File: config.mk
export PLATFORM = sky130hd
export DESIGN_NAME = regfile_access_ctrl
export DESIGN_NICKNAME = d
export VERILOG_FILES = /design/src/rtl/regfile_ctrl_pkg.sv /design/src/rtl/regfile_access_ctrl.sv
export SDC_FILE = /design/constraint.sdc
export NUM_CORES = 1
export LEC_CHECK = 0
export BUFFER_PORTS_ARGS = -buffer_cell sky130_fd_sc_hd__buf_2
export CAP_MARGIN = 25
export CORE_MARGIN = 2
export CORE_UTILIZATION = 36
export CTS_CLUSTER_SIZE = 10
export DETAILED_ROUTE_END_ITERATION = 16
export HOLD_SLACK_MARGIN = 0.02
export MAX_ROUTING_LAYER = met4
export PLACE_DENSITY_LB_ADDON = 0.3
export SLEW_MARGIN = 20
export SYNTH_ARGS = -nofsm -noshare
export SYNTH_HDL_FRONTEND = slang
export SYNTH_SLANG_ARGS = --single-unit
File: constraint.sdc
create_clock -name clk -period 1.6 [get_ports clk]
set_input_delay 0.08 -clock clk [delete_from_list [all_inputs] [get_ports clk]]
set_output_delay 0.08 -clock clk [all_outputs]
set_load 0.05 [all_outputs]
File: src/rtl/regfile_ctrl_pkg.sv
// Shared definitions for the register-file host-access controller:
// FSM state encoding, host command codes and register-file geometry.
package regfile_ctrl_pkg;

    localparam int RF_DW    = 32;
    localparam int RF_AW    = 5;
    localparam int NUM_REGS = 32;
    localparam int ZERO_REG = 31;

    typedef enum logic [2:0] {
        ST_IDLE     = 3'd0,
        ST_DRAIN    = 3'd1,
        ST_ACCESS   = 3'd2,
        ST_DUMP_RD  = 3'd3,
        ST_DUMP_OUT = 3'd4,
        ST_DONE     = 3'd5
    } state_t;

    typedef enum logic [1:0] {
        CMD_READ  = 2'b00,
        CMD_WRITE = 2'b01,
        CMD_DUMP  = 2'b10,
        CMD_RSVD  = 2'b11
    } host_cmd_t;

endpackage

File: src/rtl/regfile_access_ctrl.sv
// Host/debug access controller for the register file. Shares the write port
// and read port A between the core and the host: stalls the core, performs a
// single read or write, or streams every register out over a valid/ready
// dump channel. The register file itself lives in the parent.
module regfile_access_ctrl
    import regfile_ctrl_pkg::*;
#(
    parameter int DW = RF_DW,
    parameter int AW = RF_AW
) (
    input  logic          clk,
    input  logic          rst_n,
    // core side
    input  logic          cpu_werf,
    input  logic [AW-1:0] cpu_wa,
    input  logic [DW-1:0] cpu_wdata,
    input  logic [AW-1:0] cpu_ra,
    output logic          cpu_stall,
    // register-file ports
    output logic          rf_we,
    output logic [AW-1:0] rf_wa,
    output logic [DW-1:0] rf_wdata,
    output logic [AW-1:0] rf_ra,
    input  logic [DW-1:0] rf_radata,
    // host side
    input  logic          host_req,
    input  logic [1:0]    host_cmd,
    input  logic [AW-1:0] host_addr,
    input  logic [DW-1:0] host_wdata,
    output logic          host_ack,
    output logic [DW-1:0] host_rdata,
    output logic          busy,
    // dump channel
    output logic          dump_valid,
    input  logic          dump_ready,
    output logic [AW-1:0] dump_idx,
    output logic [DW-1:0] dump_data,
    output logic          dump_last
);

    // Highest index is the hard-wired zero register; it also ends a dump.
    localparam logic [AW-1:0] TOP_IDX = '1;

    state_t        state, state_nxt;
    host_cmd_t     cmd_q;
    logic [AW-1:0] addr_q;
    logic [DW-1:0] wdata_q;
    logic [AW-1:0] idx_q;

    logic          dump_hs;
    assign dump_hs = (state == ST_DUMP_OUT) && dump_ready;

    // State register; reset aborts any operation without an acknowledge.
    always_ff @(posedge clk or negedge rst_n) begin
        if (!rst_n) state <= ST_IDLE;
        else        state <= state_nxt;
    end

    // Next-state decode.
    always_comb begin
        state_nxt = state;
        case (state)
            ST_IDLE: begin
                if (host_req) state_nxt = ST_DRAIN;
            end
            ST_DRAIN: begin
                case (cmd_q)
                    CMD_READ, CMD_WRITE: state_nxt = ST_ACCESS;
                    CMD_DUMP:            state_nxt = ST_DUMP_RD;
                    default:             state_nxt = ST_DONE;
                endcase
            end
            ST_ACCESS:   state_nxt = ST_DONE;
            ST_DUMP_RD:  state_nxt = ST_DUMP_OUT;
            ST_DUMP_OUT: begin
                if (dump_ready) state_nxt = dump_last ? ST_DONE : ST_DUMP_RD;
            end
            ST_DONE:     state_nxt = ST_IDLE;
            default:     state_nxt = ST_IDLE;
        endcase
    end

    // Output decode: core passthrough in IDLE, host-owned ports elsewhere.
    always_comb begin
        rf_we      = 1'b0;
        rf_wa      = addr_q;
        rf_wdata   = wdata_q;
        rf_ra      = cpu_ra;
        cpu_stall  = 1'b1;
        busy       = 1'b1;
        host_ack   = 1'b0;
        dump_valid = 1'b0;
        case (state)
            ST_IDLE: begin
                rf_we     = cpu_werf;
                rf_wa     = cpu_wa;
                rf_wdata  = cpu_wdata;
                cpu_stall = 1'b0;
                busy      = 1'b0;
            end
            ST_ACCESS: begin
                // Writes to the zero register are dropped silently.
                rf_we = (cmd_q == CMD_WRITE) && (addr_q != TOP_IDX);
                rf_ra = addr_q;
            end
            ST_DUMP_RD:  rf_ra      = idx_q;
            ST_DUMP_OUT: dump_valid = 1'b1;
            ST_DONE:     host_ack   = 1'b1;
            default: ;
        endcase
    end

    // Request latches, captured when the request is accepted in IDLE.
    always_ff @(posedge clk or negedge rst_n) begin
        if (!rst_n) begin
            cmd_q   <= CMD_READ;
            addr_q  <= '0;
            wdata_q <= '0;
        end else if (state == ST_IDLE && host_req) begin
            cmd_q   <= host_cmd_t'(host_cmd);
            addr_q  <= host_addr;
            wdata_q <= host_wdata;
        end
    end

    // Host read result, held until the next read completes.
    always_ff @(posedge clk or negedge rst_n) begin
        if (!rst_n)
            host_rdata <= '0;
        else if (state == ST_ACCESS && cmd_q == CMD_READ)
            host_rdata <= rf_radata;
    end

    // Dump index: cleared on each new request, advanced on every non-final
    // handshake. The final beat ends the dump, so the counter never wraps.
    always_ff @(posedge clk or negedge rst_n) begin
        if (!rst_n)
            idx_q <= '0;
        else if (state == ST_IDLE && host_req)
            idx_q <= '0;
        else if (dump_hs && !dump_last)
            idx_q <= idx_q + 1'b1;
    end

    // Dump beat registers, loaded in DUMP_RD and held through DUMP_OUT.
    always_ff @(posedge clk or negedge rst_n) begin
        if (!rst_n) begin
            dump_data <= '0;
            dump_idx  <= '0;
            dump_last <= 1'b0;
        end else if (state == ST_DUMP_RD) begin
            dump_data <= rf_radata;
            dump_idx  <= idx_q;
            dump_last <= (idx_q == TOP_IDX);
        end
    end

endmodule

# Yosys cells after proc, flatten, opt, wreduce, memory -nomap -nowiden
# Cells that the tools add are included.
totals:
  output_inout_bits: 117
  in_bits: 118
  regBits: 117
classes:
  eq_ne: 11
  muxes: 14
  n_reduce_logical: 11
  addsub: 1
op_table:
  columns: ["cell", "count"]
  rows:
  - ["32-bit two-way mux", 1]
  - ["5-bit two-way mux", 3]
  - ["3-bit one-hot mux with 5 select lines", 1]
  - ["5-bit one-hot mux with 2 select lines", 1]
  - ["3-bit two-way mux", 3]
  - ["3-bit by 2-bit == test with 1-bit output (second input constant)", 2]
  - ["3-bit == test (second input constant)", 2]
  - ["3-bit one-hot mux with 2 select lines", 1]
  - ["5-bit by 1-bit adder with 5-bit output (second input constant)", 1]
  - ["5-bit == test (second input constant)", 1]
  - ["1-bit logical AND", 5]
  - ["5-bit inequality test (second input constant)", 1]
  - ["2-bit inequality test (second input constant)", 2]
  - ["3-bit by 1-bit == test with 1-bit output (second input constant)", 1]
  - ["3-bit zero test", 1]
  - ["1-bit two-way mux", 3]
  - ["2-bit by 1-bit == test with 1-bit output (second input constant)", 1]
  - ["2-bit == test (second input constant)", 1]
  - ["2-bit zero test", 1]
  - ["1-bit one-hot mux with 2 select lines", 1]
  - ["2-bit AND reduction", 1]
  - ["2-bit nonzero test", 1]
  - ["2-bit OR reduction", 1]
  - ["1-bit zero test", 1]

# Longest topological paths before layout
# Gate-level depths: netlist (run 1).
logic_depth:
  depth_word: 5
  depth_mapped: 6

# Worst setup path after synthesis (run 1)
# No wires, ideal clock.
synth_path:
  path_kind: "flip-flop to output port"
  start: "register state[0]"
  end: "output port rf_ra[0]"
  n_path_buf: 2
  arrival_time_ns: 2.101
  path_slack_ns: -0.581
  stages_incl_launch_ff: 5
  cell_sequence: "dfrtp_1 > buf_2 > buf_1 > mux2i_1 > o21ai_0"
synth_between:
  elab_chain_cells: 2
synth_rtl:
  columns: ["item", "line", "rtl"]
  rows:
  - ["start, declared", "regfile_access_ctrl.sv:44", "state_t state, state_nxt;"]
  - ["start signal, assigned", "regfile_access_ctrl.sv:56", "else state <= state_nxt;"]
  - ["3-bit by 2-bit == test with 1-bit output", "regfile_access_ctrl.sv:93", "case (state)"]
  - ["5-bit one-hot mux with 2 select lines *", "regfile_access_ctrl.sv:93", null]
  - ["end, declared", "regfile_access_ctrl.sv:23", "output logic [AW-1:0] rf_ra,"]
# Every way passes the cells marked *; elsewhere a longest branch is shown, timed or not.

# Worst setup path in the final report (run 1)
layout_path:
  start: "register state[1]"
  end: "output port rf_wa[4]"
layout_between:
  elab_chain_cells: 2
layout_rtl:
  columns: ["item", "line", "rtl"]
  rows:
  - ["3-bit zero test", "regfile_access_ctrl.sv:93", null]
  - ["5-bit two-way mux", "regfile_access_ctrl.sv:93", null]
  - ["end, declared", "regfile_access_ctrl.sv:21", "output logic [AW-1:0] rf_wa,"]
# No other way between the ends.

==> results.cfg, run 1 <==
[finish]
stdcell_count = 898
final_net_count = 821
fin_area_um2 = 9195
syn2layout_area_growth_pct = 75.02
num_antenna_cells = 0
drive_gt1_frac = 0.6681
fin_util = 0.6399

[timing]
holdWs_ps = 100.3
min_period_ps = 2004
hold_violations = 0
relSlewSlack = 0.7410
finalSetupTns_ps = -35760
finClkSkew_ps = 7.554
fin_crit_sh = 1.253
postLayoutSetupSlackWorst_ps = -404.4
max_freq_mhz = 498.9
worstMarginPinSlew_ps = 387.7
grt_setup_unrepaired = true
setup_viol = 141
drv_slew = 0

[placement]
io_buffers = 234
dpl_cell_area_um2 = 6754
routabilityCongestion = 0.7867
dpl.cell_count = 760
hpwl_um = 8840

[drt]
wl_per_cell_um = 18.94
drt_wl_total_um = 17010
first_pass_iters = 6
dr_total_vias = 4328
drt_iter0_drc = 166
drc = 0
ant_nets = 0
via_per_inst = 4.820

[logic_synthesis]
netlist_instances = 348
ys_seq_elements = 117
synth-edff-count = 0
yosysUniqueCellTypes = 32
avgSynthCellArea_um2 = 15.10
synth_warnings = 0
synthXorXnorAreaFrac = 0
synth-compound-area-share = 0.01834
yosys.area_share.simple = 0.03691
synth_area_um2 = 5254
synthMuxAreaShare = 0.3532
synthAdderAreaFrac = 0.004763
synthFlopType = dfrtp_1
syn-num-nets = 468
synth_top_family_by_area = multiplexers
synthArstFlopShare = 1.000
ys_seq_area_frac = 0.5573

[run_status]
outcome = finished, violations left
violations = negative setup slack

[power_and_ir_drop]
pwr-share-comb = 0.615
clockPowerShare = 0.160
switching_share = 0.4548
power_switching_w = 0.01072
p_leak_nw = 4.578
ir_drop_uv = 1625
p_per_area_nw_per_um2 = 2565
p_int_w = 0.01286
power.share.sequential = 0.225

[critical_path]
cp-endpoint = rf_wa[4]
reg2reg_from = state[1]
crit_arrival_ps = 1920
r2r-end = wdata_q[8]
start_kind = flip-flop
endpoint_kind = output pin
r2r_slack_ps = -320
critPathLaunch = state[1]
worstSetupPathType = reg -> out
r2r_cells = 5
crit_fanout = 10
crit_required_ps = 1520

[die]
chipWidth_um = 124.8
die-area_um2 = 15580
die_y_um = 124.8
start_util = 0.3656
ioPinCount = 235
coreArea_um2 = 14370
num_rows = 44

[clock_tree]
cts-root-buf = clkbuf_16
cts.path.max_buffers = 2
clock_latency_ps = 420
cts_htree_levels = 4
clkSlewWorstSetupHoldPaths_ps = 50
cts_tree = built
cts_made_buffers = 17
cts_num_sinks = 117

[global_routing]
antenna_found_initial = 0
grt_overflow_total = 0
grt_start_max_net_pins = 65
track_usage = 0.2169
first_global_vias = 4750
grt_first_pass_wirelength_um = 25470

[min_path]
hold_path_class = in -> reg

[job]
cap_violations = 0
-- metrics by stage --
step / total power (W) / worst slack [ps]
2_1_floorplan: 0.01424 / -118.1
6_report: 0.02358 / -404.4
3_5_place_dp: 0.01667 / -66.97
3_3_place_gp: 0.01644 / -21.22
4_1_cts: 0.02318 / -386.3
5_1_grt: 0.02443 / -448.7
-- synthesized netlist by cell type (2+ instances only) --
| library cell | count | area share |
|---|---|---|
| inv_1 | 2 | 0.0014 |
| mux2_2 | 110 | 0.24 |
| nor2_1 | 4 | 0.0029 |
| mux2_4 | 35 | 0.10 |
| ha_1 | 2 | 0.0048 |
| nand3_1 | 5 | 0.0048 |
| o21ai_0 | 7 | 0.0067 |
| mux2i_1 | 8 | 0.015 |
| dfrtp_1 | 117 | 0.56 |
| nand2b_1 | 2 | 0.0024 |
| buf_2 | 13 | 0.012 |
| nor3_1 | 3 | 0.0029 |
| and3_1 | 3 | 0.0036 |
| o22a_1 | 2 | 0.0033 |
| nand2_1 | 13 | 0.0093 |
| buf_6 | 6 | 0.013 |
-- power by group through the flow --
stage | clock, W | combinational, W | sequential [W]
detailed placement | 0 | 0.0114 | 0.00523
global placement | 0 | 0.0113 | 0.00517
CTS | 0.00382 | 0.0141 | 0.00524
finish | 0.00377 | 0.0145 | 0.00530
floorplan | 0 | 0.00627 | 0.00797
global route | 0.00401 | 0.0150 | 0.00545
-- per-layer routing --
| layer | GRT usage | share of wire |
|---|---|---|
| met1 | 0.2478 | 0.40 |
| met2 | 0.3668 | 0.51 |
| met3 | 0.06486 | 0.067 |
| met4 | 0.06940 | 0.016 |
| met5 | - | 0 |
-- state kept, by name (all words and copies together), names as in the netlist --
register    count
dump_data      32
dump_idx        5
cmd_q           2
state           3
idx_q           5
addr_q          5
host_rdata     32
dump_last       1
wdata_q        32
-- cell families after synthesis --
family,Yosys count
AOI/OAI and AO/OA,15
adders and majority gates,2
buffers and inverters,24
DFF,117
muxes,154
and+or+nand+nor,36
-- worst min-delay path by stage --
stage / start / endpoint / slack (ps) / cells after the start
after floorplan: rst_n / addr_q[0] / -220 / 0
after global placement: rst_n / dump_data[15] / 100 / 2
after detailed placement: rst_n / dump_data[15] / 110 / 2
after CTS: host_req / state[1] / 80 / 4
after global routing: host_req / state[1] / 110 / 4
final: host_req / state[1] / 100 / 4
-- critical path, cell delays in order, from the launching register on --
cell     delay, ps
dfrtp_2        430
nor3_4         250
buf_6          160
buf_16         150
mux2_2         360
buf_6          160
-- cell usage in the layout (no fill, tap or decap), drive strengths merged, types with 2 or more instances in the layout --
cell / netlist / routed
o22a: 2 / 2
nor2: 4 / 4
and3: 3 / 3
clkbuf: 1 / 28
ha: 2 / 2
clkinvlp: 0 / 4
nor3: 3 / 3
nand3: 5 / 5
nand2: 13 / 13
mux2: 146 / 146
o21ai: 7 / 7
bufinv: 0 / 2
dfrtp: 117 / 117
buf: 21 / 279
nand2b: 2 / 2
clkinv: 0 / 3
mux2i: 8 / 8
dlygate4sd3: 0 / 73
-- timing repair --
| action | 4_1_cts | 5_1_grt |
|---|---|---|
| endpoints found under the setup margin | 115 | 161 |
| hold buffers | 73 | 0 |
| resized for setup | 166 | 18 |
| cloned | 9 | 7 |
| pin swaps | 5 | 5 |
| hold endpoints to repair | 221 | 0 |
| setup buffers | 14 | 5 |
-- cell type report --
class | count | area (µm²)
Fill cell | 1027 | 5174
Clock buffer | 24 | 491.7
Multi-Input combinational cell | 207 | 2395
Sequential cell | 117 | 2932
Inverter | 2 | 11.26
Timing Repair Buffer | 356 | 3038
Clock inverter | 8 | 97.59
Tap cell | 184 | 230.2
(Power assumes the default switching activity.)
==> run 2: changes to the inputs <==
Settings changed: REMOVE_ABC_BUFFERS from default to 1.
==> results.cfg, run 2 (synthesis gave the netlist of run 1 again) <==
[run_status]
outcome = finished, violations left
violations = negative setup slack

[drt]
ant_nets = 0
drc = 0
drt_wl_total_um = 18400
drt_iter0_drc = 195
via_per_inst = 4.915
first_pass_iters = 4
wl_per_cell_um = 20.49
dr_total_vias = 4414

[finish]
drive_gt1_frac = 0.6653
final_net_count = 821
layout_common_cells = buf_2 (186), dfrtp_1 (116), mux2_4 (89)
top_regs = dump_data: 32 flops, host_rdata: 32 flops, wdata_q: 32 flops
final.fill_count = 977
syn2layout_area_growth_pct = 78.54
stdcell_count = 898
num_antenna_cells = 0
layout_commonest_cell = buf_2

[placement]
routabilityCongestion = 0.7944
hpwl_um = 9170
io_buffers = 234
dpl.cell_count = 759

[timing]
hold_violations = 0
finClkSkew_ps = 17.17
grt_setup_unrepaired = true
relSlewSlack = 0.6373
finalSetupTns_ps = -36900
fin_crit_sh = 1.257
setup_viol = 158
postLayoutSetupSlackWorst_ps = -411.2
max_freq_mhz = 497.2
worstMarginPinSlew_ps = 544.1
drv_slew = 0
min_period_ps = 2011

[clock_tree]
cts_tree = built
cts_htree_levels = 4
clkSlewWorstSetupHoldPaths_ps = 60
cts_made_buffers = 17
cts_num_sinks = 117
cts.path.max_buffers = 2
cts-root-buf = clkbuf_16
clock_latency_ps = 420

[critical_path]
critPathSlowestCell = dfrtp_1
start_kind = flip-flop
cpPeakStageDelay_ps = 420
crit_arrival_ps = 1930
crit_top_cell = buf_6
endpoint_kind = output pin
r2r_cells = 5
crit_required_ps = 1520
worstSetupPathType = reg -> out
cp_cell_sequence = nor3_4 -> buf_6 -> buf_12 -> mux2_2 -> buf_6
crit_fanout = 10

[die]
chipWidth_um = 124.8
die_y_um = 124.8
start_util = 0.3656
die-area_um2 = 15580
num_rows = 44
coreArea_um2 = 14370
ioPinCount = 235

[power_and_ir_drop]
p_leak_nw = 4.705
total_power_w = 0.02456
p_per_area_nw_per_um2 = 2618
ir_drop_uv = 2030

[min_path]
hold_path_class = in -> reg
holdPathStages = 4

[global_routing]
first_global_vias = 4747
track_usage = 0.2250
grt_overflow_total = 0
grt_first_pass_wirelength_um = 25980
grt_start_max_net_pins = 77
antenna_found_initial = 0

[job]
cap_violations = 0
## run 2: path summary, 6_finish.rpt
path	slack (ps)	from	endpoint
worst max register to register	-340	state[0]	wdata_q[10]
max in group asynchronous	860	rst_n	wdata_q[28]
worst min-delay path	100	dump_ready	state[1]
worst max-delay path	-410	state[0]	rf_wdata[15]
min in group asynchronous	300	rst_n	dump_data[15]
worst min register to register	500	dump_data[6]	dump_data[6]
## run 2: stage by stage
step	utilization	hold WS, ps	worst slack [ps]	area [µm²]
global placement	0.4662	134.3	-33.21	6699
floorplan	-	-215.6	-3226	5106
global route	0.6528	106.6	-462.1	9380
detailed placement	0.4662	140.1	-65.86	6699
CTS	0.6168	83.20	-391.3	8862
finish	0.6528	101.1	-411.2	9380
## run 2: final cells by class
| class | count | area [µm²] | area share |
|---|---|---|---|
| Tap cell | 184 | 230.2 | 0.02454 |
| Multi-Input combinational cell | 207 | 2442 | 0.2604 |
| Inverter | 2 | 12.51 | 0.001334 |
| Clock inverter | 8 | 117.6 | 0.01254 |
| Sequential cell | 117 | 2929 | 0.3123 |
| Clock buffer | 24 | 521.8 | 0.05562 |
| Timing Repair Buffer | 356 | 3127 | 0.3333 |
## run 2: timing repair
item / 4_1_cts / 5_1_grt
buffers inserted: 12 / 5
resized for setup: 139 / 84
hold buffers: 73 / 0
gates cloned: 10 / 9
pin swaps: 2 / 5
endpoints found under the setup margin: 117 / 161
hold endpoints to repair: 221 / 0
## run 2: power by group
part	internal, W	switching [W]	leakage, nW
logic	0.00650	0.00875	2.96
registers	0.00437	0.000907	1.42
clock network	0.00273	0.00131	0.318
## run 2: per-layer routing
| metal | vias up | global-route usage | share of wire |
|---|---|---|---|
| li1 | 1961 | - | - |
| met1 | 2215 | 0.2549 | 0.40 |
| met2 | 212 | 0.3838 | 0.52 |
| met3 | 26 | 0.05627 | 0.061 |
| met4 | 0 | 0.08724 | 0.019 |
| met5 | - | - | 0 |
## run 2: critical path: cells and delay by family (launching register included)
family | cells | cell delay [ps]
buffers and inverters | 3 | 490
DFF | 1 | 420
muxes | 1 | 360
and+or+nand+nor | 1 | 240
==> run 3: changes to the inputs <==
Settings changed: ABC_AREA from default to 1.
Clock period 1.6 ns to 1.7 ns, I/O delays scaled along.
==> results.cfg, run 3 <==
[run_status]
outcome = finished, violations left
violations = negative setup slack

[logic_synthesis]
yosysMostFrequentCell = nand2_1
ys_seq_area_frac = 0.5655
synth-edff-count = 0
yosysUniqueCellTypes = 26
synthFlopType = dfrtp_1
avgSynthCellArea_um2 = 8.702
synthArstFlopShare = 1.000
synth_warnings = 0
synth_largest_area_cell = dfrtp_1
ys_seq_elements = 117
synth_area_um2 = 5177
ys_top_cells_by_area = dfrtp_1 (57%), nand2_1 (10%), o21ai_1 (5.6%), inv_1 (5.6%), o21ai_0 (4.2%)
synth.top_cell.area_share = 0.5655
netlist_instances = 595
synthTopCellsByCount = nand2_1 (140), dfrtp_1 (117), inv_1 (77), o21ai_1 (58)

[drt]
drt_wl_total_um = 15750
wl_per_cell_um = 14.24
via_per_inst = 4.648
drc = 0
ant_nets = 0
drt_iter0_drc = 268
first_pass_iters = 5
dr_total_vias = 5141

[finish]
layout_commonest_cell = buf_2
layout_common_cells = buf_2 (189), nand2_1 (134), dfrtp_1 (115)
fin_area_um2 = 8233
top_regs = dump_data: 32 flops, host_rdata: 32 flops, wdata_q: 32 flops
syn2layout_area_growth_pct = 59.01
drive_gt1_frac = 0.3643
stdcell_count = 1106
final_net_count = 1032
final.fill_count = 1165

[clock_tree]
clkSlewWorstSetupHoldPaths_ps = 50
cts_htree_levels = 4
cts.path.max_buffers = 2
cts_num_sinks = 117
clock_latency_ps = 420
cts_made_buffers = 17
cts-root-buf = clkbuf_16
cts_tree = built

[critical_path]
cpPeakStageDelay_ps = 420
start_kind = flip-flop
worstSetupPathType = reg -> out
cp_cell_sequence = nor2_4 -> nand2_4 -> buf_6 -> a21oi_1 -> buf_4
crit_required_ps = 1620
critPathTopFamily = flip-flops
endpoint_kind = output pin
crit_fanout = 17
worst-path-buf-inv = 2
r2r_slack_ps = 180
crit_arrival_ps = 1720
critPathSlowestCell = dfrtp_1

[timing]
max_freq_mhz = 554.1
finClkSkew_ps = 9.485
min_period_ps = 1805
setup_viol = 39
worstMarginPinSlew_ps = 339.7
relSlewSlack = 0.7735
drv_slew = 0
hold_violations = 0
fin_crit_sh = 1.062
grt_setup_unrepaired = true
postLayoutSetupSlackWorst_ps = -104.7

[die]
num_rows = 43
coreArea_um2 = 13990
die-area_um2 = 15360
die_y_um = 123.9
ioPinCount = 235
chipWidth_um = 123.9
start_util = 0.3701

[placement]
io_buffers = 234
dpl.cell_count = 987
hpwl_um = 9694
dpl_cell_area_um2 = 6511
routabilityCongestion = 0.8456

[global_routing]
first_global_vias = 5006
antenna_found_initial = 1
grt_first_pass_wirelength_um = 23790
track_usage = 0.2090
grt_overflow_total = 0
grt_start_max_net_pins = 65

[job]
cap_violations = 0

[min_path]
hold_path_class = in -> reg
==> run 3: changes by cell type in the layout (fill, tap and decap cells not counted), sizes merged, moves of 5 or more <==
cell / before / now
o211ai: 0 / 5
o21ai: 7 / 106
nor2: 4 / 46
nand2: 13 / 141
nand3: 5 / 19
a21oi: 1 / 38
mux2: 146 / 0
mux2i: 8 / 0
clkbuf: 30 / 22
buf: 277 / 256
inv: 2 / 80
==> run 3: tightest hold or removal path: cells and delay by family <==
kind / cells / cell delay (ps)
buffers and inverters: 1 / 120
and+or+nand+nor: 3 / 260
==> run 3: kinds of logic after synthesis <==
| family | after synthesis | share of synthesized area |
|---|---|---|
| compound gates | 149 | 0.1501 |
| fa+ha+maj | 2 | 0.004832 |
| buf+inv | 113 | 0.1034 |
| xor+xnor | 1 | 0.001692 |
| flops | 117 | 0.5655 |
| simple gates | 213 | 0.1745 |
==> run 3: what timing repair did <==
item,4_1_cts,5_1_grt
hold endpoints to repair,221,0
pin swaps,5,4
setup endpoints to repair,45,44
cloned,2,0
hold buffers,73,0
setup buffers,10,1
gates resized for setup,69,31
==> run 3: metal layers <==
metal	part of all wire	wire [µm]	vias to the layer above	GRT usage
met5	0	0	-	-
met4	0.022	350	0	0.09270
met3	0.082	1288	31	0.05678
met2	0.48	7512	237	0.3468
met1	0.42	6602	2349	0.2375
li1	-	-	2524	-
==> run 3: path summary, 6_finish.rpt <==
| kind | startpoint | end | cells past startpoint |
|---|---|---|---|
| setup / recovery | state[1] | rf_wdata[14] | 5 |
| hold / removal | host_req | idx_q[3] | 4 |
| setup reg to reg | state[1] | dump_data[20] | 8 |
| hold reg to reg | dump_idx[2] | dump_idx[2] | 2 |
| max in group asynchronous | rst_n | wdata_q[6] | 3 |
| min in group asynchronous | rst_n | dump_idx[3] | 2 |
==> run 3: area by class of cell <==
cell class | instances | area, µm² | area share
Antenna cell | 1 | 2.502 | 0.0003040
Clock buffer | 22 | 464.2 | 0.05638
Clock inverter | 10 | 105.1 | 0.01277
Inverter | 81 | 307.8 | 0.03739
Multi-Input combinational cell | 365 | 1858 | 0.2257
Sequential cell | 117 | 2930 | 0.3559
Tap cell | 180 | 225.2 | 0.02736
Timing Repair Buffer | 329 | 2332 | 0.2833
Timing Repair inverter | 1 | 7.507 | 0.0009119
==> run 3: metrics by stage <==
stage / TNS, ps / hold slack [ps] / worst slack (ps) / utilization
after floorplan: -72780 / -210.6 / -1916 / -
after global placement: 0 / -13.01 / 182.1 / 0.4655
after detailed placement: 0 / -12.81 / 142.6 / 0.4655
after CTS: -2573 / 82.59 / -80.67 / 0.5798
after global routing: -5661 / 105.0 / -191.6 / 0.5886
final: -1707 / 89.21 / -104.7 / 0.5886
Power of run 3 is not shown: default switching activity piles up to over one toggle a cycle in this logic, so the estimate is an artifact.
